===== config.mk =====
export PLATFORM = sky130hd
export DESIGN_NAME = rv32im_fetch_ctrl
export DESIGN_NICKNAME = d
export VERILOG_FILES = /design/src/rtl/rv32im_fetch_ctrl.sv
export SDC_FILE = /design/constraint.sdc
export NUM_CORES = 1
export LEC_CHECK = 0
export BUFFER_PORTS_ARGS = -buffer_cell sky130_fd_sc_hd__buf_4
export CAP_MARGIN = 25
export CORE_MARGIN = 2
export CORE_UTILIZATION = 47
export DETAILED_ROUTE_END_ITERATION = 8
export GPL_ROUTABILITY_DRIVEN = 1
export PLACE_DENSITY = 0.78
export SKIP_LAST_GASP = 1
export SLEW_MARGIN = 20
export SYNTH_ARGS = -nofsm -noshare
export SYNTH_HDL_FRONTEND = slang
export SYNTH_SLANG_ARGS = --single-unit

===== constraint.sdc =====
create_clock -name clk -period 1.8 [get_ports clk]
set_input_delay 0.36 -clock clk [delete_from_list [all_inputs] [get_ports clk]]
set_output_delay 0.36 -clock clk [all_outputs]
set_load 0.005 [all_outputs]

===== src/rtl/rv32im_fetch_ctrl.sv =====
// rv32im_fetch_ctrl: instruction-fetch sequencer for the rv32im core.
// Owns the program counter and drives a synchronous instruction ROM, whose read
// data arrives one cycle after the enable. Fetched words are handed to decode
// through valid/ready. A one-entry skid buffer absorbs decode backpressure.
// Branch/jump redirects flush any read in flight and any skid entry.
//
// Optional feature macro: FETCH_MISALIGN_TRAP_EN
//   defined   : a redirect whose target has bits [1:0] != 0 parks the fetcher
//               in S_TRAP and raises a sticky misalign_o. Only an aligned
//               redirect or a reset leaves S_TRAP.
//   undefined : the low two bits of the redirect target are forced to zero.
//               misalign_o is tied low and S_TRAP does not exist.
//
// Handshake (decode side): instr_o/instr_pc_o are stable and meaningful while
// instr_valid_o is high. A transfer happens on a rising edge where
// instr_valid_o && instr_ready_i. The fetcher never withdraws or changes a
// presented instruction before it is accepted. The one exception is a
// redirect: it drops the instruction and forces instr_valid_o low that cycle,
// so nothing transfers in the redirect cycle even if ready is high.
//
// state_dbg_o exposes the FSM state so external checkers can observe it.

module rv32im_fetch_ctrl #(
    parameter logic [31:0] RESET_PC = 32'h0000_0000
) (
    input  logic        clk,
    input  logic        reset_n,
    output logic        rom_en_o,
    output logic [31:0] rom_addr_o,
    input  logic [31:0] rom_data_i,
    input  logic        redirect_i,
    input  logic [31:0] redirect_pc_i,
    output logic        instr_valid_o,
    input  logic        instr_ready_i,
    output logic [31:0] instr_o,
    output logic [31:0] instr_pc_o,
    output logic        misalign_o,
    output logic [2:0]  state_dbg_o
);

`ifdef FETCH_MISALIGN_TRAP_EN
    typedef enum logic [2:0] {
        S_IDLE  = 3'd0,
        S_RUN   = 3'd1,
        S_HOLD  = 3'd2,
        S_REDIR = 3'd3,
        S_TRAP  = 3'd4
    } state_e;
`else
    typedef enum logic [2:0] {
        S_IDLE  = 3'd0,
        S_RUN   = 3'd1,
        S_HOLD  = 3'd2,
        S_REDIR = 3'd3
    } state_e;
`endif

    state_e      state_q, state_d;
    logic [31:0] pc_q, pc_d;
    logic        infl_v_q, infl_v_d;
    logic [31:0] infl_pc_q, infl_pc_d;
    logic        skid_v_q, skid_v_d;
    logic [31:0] skid_instr_q, skid_instr_d;
    logic [31:0] skid_pc_q, skid_pc_d;
    logic        misalign_q, misalign_d;

    // Redirect target as it is applied to the PC.
    logic [31:0] redir_pc;
    logic        redir_misaligned;
    // An in-flight word that decode refuses this cycle.
    logic        stall_infl;
    // A ROM read is issued this cycle.
    logic        issue;

`ifdef FETCH_MISALIGN_TRAP_EN
    assign redir_pc         = redirect_pc_i;
    assign redir_misaligned = |redirect_pc_i[1:0];
`else
    // The low bits are discarded: the target is rounded down to a word.
    logic unused_redir_lo;
    assign unused_redir_lo  = ^redirect_pc_i[1:0];
    assign redir_pc         = {redirect_pc_i[31:2], 2'b00};
    assign redir_misaligned = 1'b0;
`endif

    assign stall_infl = infl_v_q && !instr_ready_i;

    // State register: every flop in the block, cleared asynchronously.
    always_ff @(posedge clk or negedge reset_n) begin
        if (!reset_n) begin
            state_q      <= S_IDLE;
            pc_q         <= RESET_PC;
            infl_v_q     <= 1'b0;
            infl_pc_q    <= 32'h0;
            skid_v_q     <= 1'b0;
            skid_instr_q <= 32'h0;
            skid_pc_q    <= 32'h0;
            misalign_q   <= 1'b0;
        end else begin
            state_q      <= state_d;
            pc_q         <= pc_d;
            infl_v_q     <= infl_v_d;
            infl_pc_q    <= infl_pc_d;
            skid_v_q     <= skid_v_d;
            skid_instr_q <= skid_instr_d;
            skid_pc_q    <= skid_pc_d;
            misalign_q   <= misalign_d;
        end
    end

    // Next-state logic: a redirect overrides every other transition.
    always_comb begin
        state_d = state_q;
        if (redirect_i) begin
`ifdef FETCH_MISALIGN_TRAP_EN
            state_d = redir_misaligned ? S_TRAP : S_REDIR;
`else
            state_d = S_REDIR;
`endif
        end else begin
            case (state_q)
                S_IDLE:  state_d = S_RUN;
                S_RUN:   if (stall_infl) state_d = S_HOLD;
                S_HOLD:  if (instr_ready_i) state_d = S_RUN;
                S_REDIR: state_d = S_RUN;
`ifdef FETCH_MISALIGN_TRAP_EN
                S_TRAP:  state_d = S_TRAP;
`endif
                default: state_d = S_IDLE;
            endcase
        end
    end

    // Output and datapath logic: issue decision, skid capture/release, flush.
    always_comb begin
        issue        = 1'b0;
        pc_d         = pc_q;
        infl_v_d     = 1'b0;
        infl_pc_d    = infl_pc_q;
        skid_v_d     = skid_v_q;
        skid_instr_d = skid_instr_q;
        skid_pc_d    = skid_pc_q;
        misalign_d   = misalign_q;

        if (redirect_i) begin
            // Flush: drop the read in flight and the skid entry, retarget.
            skid_v_d   = 1'b0;
            pc_d       = redir_pc;
            misalign_d = redir_misaligned;
        end else begin
            case (state_q)
                S_RUN: begin
                    // Issue only when the word now in flight can leave this
                    // cycle. A refused word moves to the skid buffer instead.
                    issue = !skid_v_q && !stall_infl;
                    if (stall_infl) begin
                        skid_v_d     = 1'b1;
                        skid_instr_d = rom_data_i;
                        skid_pc_d    = infl_pc_q;
                    end
                end
                S_HOLD: begin
                    if (instr_ready_i) skid_v_d = 1'b0;
                end
                S_REDIR: issue = 1'b1;
                default: issue = 1'b0;
            endcase

            if (issue) begin
                infl_v_d  = 1'b1;
                infl_pc_d = pc_q;
                pc_d      = pc_q + 32'd4;
            end
        end

        rom_en_o   = issue;
        rom_addr_o = pc_q;

        // The skid entry is older than anything in flight, so it wins the mux.
        if (skid_v_q) begin
            instr_o    = skid_instr_q;
            instr_pc_o = skid_pc_q;
        end else if (infl_v_q) begin
            instr_o    = rom_data_i;
            instr_pc_o = infl_pc_q;
        end else begin
            instr_o    = 32'h0;
            instr_pc_o = 32'h0;
        end
        instr_valid_o = (skid_v_q || infl_v_q) && !redirect_i;
    end

`ifdef FETCH_MISALIGN_TRAP_EN
    assign misalign_o = misalign_q;
`else
    assign misalign_o = 1'b0;
    logic unused_misalign;
    assign unused_misalign = misalign_q | redir_misaligned;
`endif

    assign state_dbg_o = state_q;

endmodule


Word-level counts from Yosys, hierarchy flattened:

Index checks and enable logic that the tools add are counted.

* add/sub/neg operators: 1
* eq/ne operators: 5
* muxes and demuxes: 19
* bitwise logic cells: 1
* reduce and logical (&&, ||, !) cells: 16

Operators with widths (number)
* two-way mux 32 bit: 6
* adder 32 x 3 -> 32 bit, second input constant: 1
* two-way mux 3 bit: 3
* one-hot mux 3 bit (3 select lines): 1
* two-way mux 1 bit: 7
* equality test 3 x 2 -> 1 bit, second input constant: 2
* inequality test 3 bit, second input constant: 2
* AND reduction 3 bit: 2
* logical NOT 1 bit: 4
* one-hot mux 1 bit (2 select lines): 2
* AND reduction 2 bit: 2
* equality test 3 x 1 -> 1 bit, second input constant: 1
* logical AND 1 bit: 3
* logical NOT 3 bit: 1
* nonzero test 3 bit: 1
* nonzero test 2 bit: 1
* OR reduction 2 bit: 1
* logical OR 1 bit: 1
* NOT 1 bit: 1

* register bits after elaboration: 133
* input port bits: 68
* output and inout port bits: 102

Longest topological paths before layout:

* depth in word-level cells: 8
* mapped depth: 7
* gate-level depth less buffers: 6

Least setup slack after synthesis:

No wires, ideal clock.

* path type: reg2reg
* from: reg state_q[1], in the netlist state_dbg_o[1]
* to: reg infl_pc_q[11]
* library setup time: 127 ps
* arrival time: 1697 ps
* path slack: -24 ps
* cell stages (with the launch flop): 7
* buffers on the path: 2
* period minus slack after synthesis: 1824 ps
* cell sequence: dfrtp_1 -> or3b_1 -> nand3_2 -> or2_1 -> buf_4 -> buf_6 -> mux2_1

* cells in the longest elaborated chain, start to end: 4
* elaborated cells on any way between the ends: 5
* classes of those cells: eq/ne: 2; mux: 2; reduce/logical: 1

Ends and longest elaborated chain
* start: declaration: RTL line 58 `state_e state_q, state_d;`
* start signal: assignment: RTL line 100 `state_q <= state_d;`
* equality test 3 x 2 -> 1 bit or equality test 3 x 1 -> 1 bit (tied branches): RTL line 151 `case (state_q)`
* one-hot mux 1 bit (2 select lines) (*): RTL line 151
* two-way mux 1 bit (*): RTL line 145 `if (redirect_i) begin`
* AND reduction 2 bit (no source line) (*)
* end signal: assignment: RTL line 103 `infl_pc_q <= infl_pc_d;`
* end: declaration: RTL line 61 `logic [31:0] infl_pc_q, infl_pc_d;`

Mark *: on every way between the ends. The rest lies on a longest branch, timed or not. The select of a mux whose other input is x is not followed.
A chain may end at the register's enable or synchronous reset.

Worst setup path after layout:

* from: reg skid_v_q
* to: out instr_o[14]

* cells in the longest elaborated chain, start to end: 1

Ends and longest elaborated chain
* start: declaration: RTL line 62 `logic skid_v_q, skid_v_d;`
* start signal: assignment: RTL line 104 `skid_v_q <= skid_v_d;`
* two-way mux 32 bit: RTL line 180 `if (skid_v_q) begin`
* end: declaration: RTL line 35 `output logic [31:0] instr_o,`

Every way passes these cells.

==> impl_metrics.toml <==
[logic_synthesis]
synth_seq_cells = 126
synth_top_area_share = 0.521
synthFlopType = "dfrtp_1"
syn_inst = 508
synth_edf_count = 0
syn_area_um2 = 6050
ys_seq_area_frac = 0.521
synth_area_leaders = "dfrtp_1, mux2_2, a22o_1, mux2_1, xnor2_1"
yosys_warnings = 0
yosysMostFrequentCell = "dfrtp_1"
ys_top_cells_by_count = "dfrtp_1, mux2_2, a22o_1"
avgSynthCellArea_um2 = 11.9
synthArstFlopShare = 1.00
yosys.area.top_type = "dfrtp_1"
post_synth_num_cell_types = 42

[cts]
clk_latency_ns = 0.41
h-tree-depth = 4
cts_tree = "built"
numClockSinks = 126
cts-root-buf = "clkbuf_16"
cts.path.max_buffers = 2
cts.reportedPaths.clkPinSlew_ns = 0.05
cts_buffers = 17

[worst_setup_path]
cp_data_arrival_time_ns = 1.72
startpoint_type = "flop"
crit_type = "flop to output pin"
critPathRequiredTime_ns = 1.44
cp_max_fo = 10
cp-end-kind = "output pin"

[timing]
fin_crit_sh = 1.16
setup_viol = 78
tns_ns = -15.92
fin_skew_ns = 0.00629
tightestPinTransition_ns = 0.583
rsz0062_at_grt = "true"
fin_ws_ns = -0.281
finalCriticalPeriod_ns = 2.08
slew_headroom = 0.610
fmax_mhz = 481
hold_viol = 0
slew_violations = 0

[finish]
fillers = 859
multiInputGateArea_um2 = 3030
utilization = 0.732
syn2layout_area_growth_pct = 52.1
diodes = 0
regArea_um2 = 3150
stdcell_area_um2 = 9200
finalNetCount = 802
drive_gt1_frac = 0.527

[power]
p_sw_mw = 2.59
p_comb_frac = 0.257
internal-power_mw = 7.34
seqPwrFrac = 0.403
power.density_nw_per_um2 = 1080
p_leak_nw = 4.35
ir_worst_vdd_uv = 566
netSwitchingFraction = 0.261
clkPwrFrac = 0.341

[placed_design]
dp_slack_ns = -0.0838
io_buffers = 161
dpl_cell_area_um2 = 7680
hpwl_um = 10400
gp_congestion = 0.827

[die]
rows = 41
dieWidth_um = 117
die_y_um = 117
core_area_um2 = 12600
boundaryPins = 170
die-area_um2 = 13800
floorplan.initialDensity = 0.481

[drt]
vias = 5023
post-route-drc-count = 0
antenna_left = 0
finalWirelength_um = 17800
first_pass_iters = 4
wl_per_cell_um = 19.3
drtIter0Drc = 280
viasPerCell = 5.47

[global_route]
antenna_found_initial = 0
grt_pass1_vias = 5112
track_usage = 0.243
grt_first_pass_wirelength_um = 26400
grt_max_degree = 63
grt.overflow.total = 0

[status]
violations = "negative setup slack"
outcome = "complete, but fails checks"

[hold_path]
worstHoldPathType = "input pin to flop"

[flow_run]
cap_violations = 0
## final cells by class
| type | instances | share of cell area |
|---|---|---|
| clock inverter | 6 | 0.00870 |
| sequential | 126 | 0.343 |
| inverter | 7 | 0.00313 |
| timing repair buffer | 241 | 0.237 |
| tap | 172 | 0.0234 |
| multi-input combinational | 340 | 0.329 |
| clock buffer | 26 | 0.0554 |
## metrics by stage
stage	instances	hold WS [ns]	power, mW
after floorplan	513	0.0644	5.04
after CTS	898	0.142	9.65
after global placement	846	0.305	5.92
final	918	0.156	9.93
after detailed placement	846	0.307	6.06
after global routing	918	0.152	10.4
## logic make-up (layout without fill, tap and decap cells)
logic type      after synthesis  count (layout)  synth area share
compound gates               99              99             0.121
xor+xnor                     28              28            0.0405
fa+ha+maj                     1               1           0.00207
buf+inv                      47             280            0.0387
flops                       126             126             0.521
mux                          91              91             0.169
other cells                   1               6          0.000620
simple gates                115             115             0.107
## layout by cell type, fill, tap and decap left out, drive strengths merged, types with 4 or more instances in the layout
cell    instances
buf           234
dfrtp         126
mux2           90
a22o           61
nand2          44
o21ai          33
clkbuf         31
xnor2          24
nor4           14
nor2           11
nand3           9
nand4           9
inv             7
conb            6
nor3            6
and4            6
xor2            4
clkinv          4
## repair_timing
action                     CTS  global route
setup endpoints to repair   70           111
buffers inserted            13            15
pin swaps                    6            22
cloned                       6             6
hold endpoints to repair    40             0
hold buffers                 1             0
resized for setup           19            68
## critical path, stage by stage (launching register included)
cell and delay (ns):
dfrtp_2 0.44, buf_12 0.14, nor2b_4 0.17, buf_6 0.16, buf_12 0.14, a22o_1 0.15
buf_4 0.11
## power groups by stage
| stage | logic [mW] | registers, mW | clock network, mW |
|---|---|---|---|
| 2_1_floorplan | 1.11 | 3.93 | 0 |
| 3_3_place_gp | 1.98 | 3.94 | 0 |
| 3_5_place_dp | 2.05 | 4.01 | 0 |
| 4_1_cts | 2.26 | 3.97 | 3.42 |
| 5_1_grt | 2.72 | 4.08 | 3.60 |
| 6_report | 2.55 | 4.00 | 3.38 |
## worst paths after layout
| kind | from | end | slack, ns | depth (start not counted) |
|---|---|---|---|---|
| worst max register to register | state_dbg_o[1] | rom_addr_o[19] | -0.17 | 10 |
| worst min register to register | skid_instr_q[20] | skid_instr_q[20] | 0.50 | 1 |
| max in group asynchronous | reset_n | infl_pc_q[21] | 0.78 | 3 |
| worst max-delay path | skid_v_q | instr_o[14] | -0.28 | 6 |
| worst min-delay path | redirect_pc_i[29] | rom_addr_o[29] | 0.16 | 3 |
| min in group asynchronous | reset_n | skid_instr_q[0] | 0.44 | 2 |
## flip-flops by register name (all words and copies together), names as in the netlist
signal        flops
state_dbg_o       2
rom_addr_o       30
skid_instr_q     32
skid_pc_q        30
skid_v_q          1
infl_pc_q        30
infl_v_q          1
## metal layers
layer | share of wire | vias up | wire length, µm | track usage
met4 | 0.024 | 0 | 433 | 0.0776
li1 | - | 2302 | - | -
met5 | 0 | - | 0 | 0
met2 | 0.50 | 201 | 8800 | 0.417
met3 | 0.073 | 33 | 1300 | 0.0727
met1 | 0.41 | 2487 | 7220 | 0.297
No activity file was read; power rests on OpenSTA's default activity.
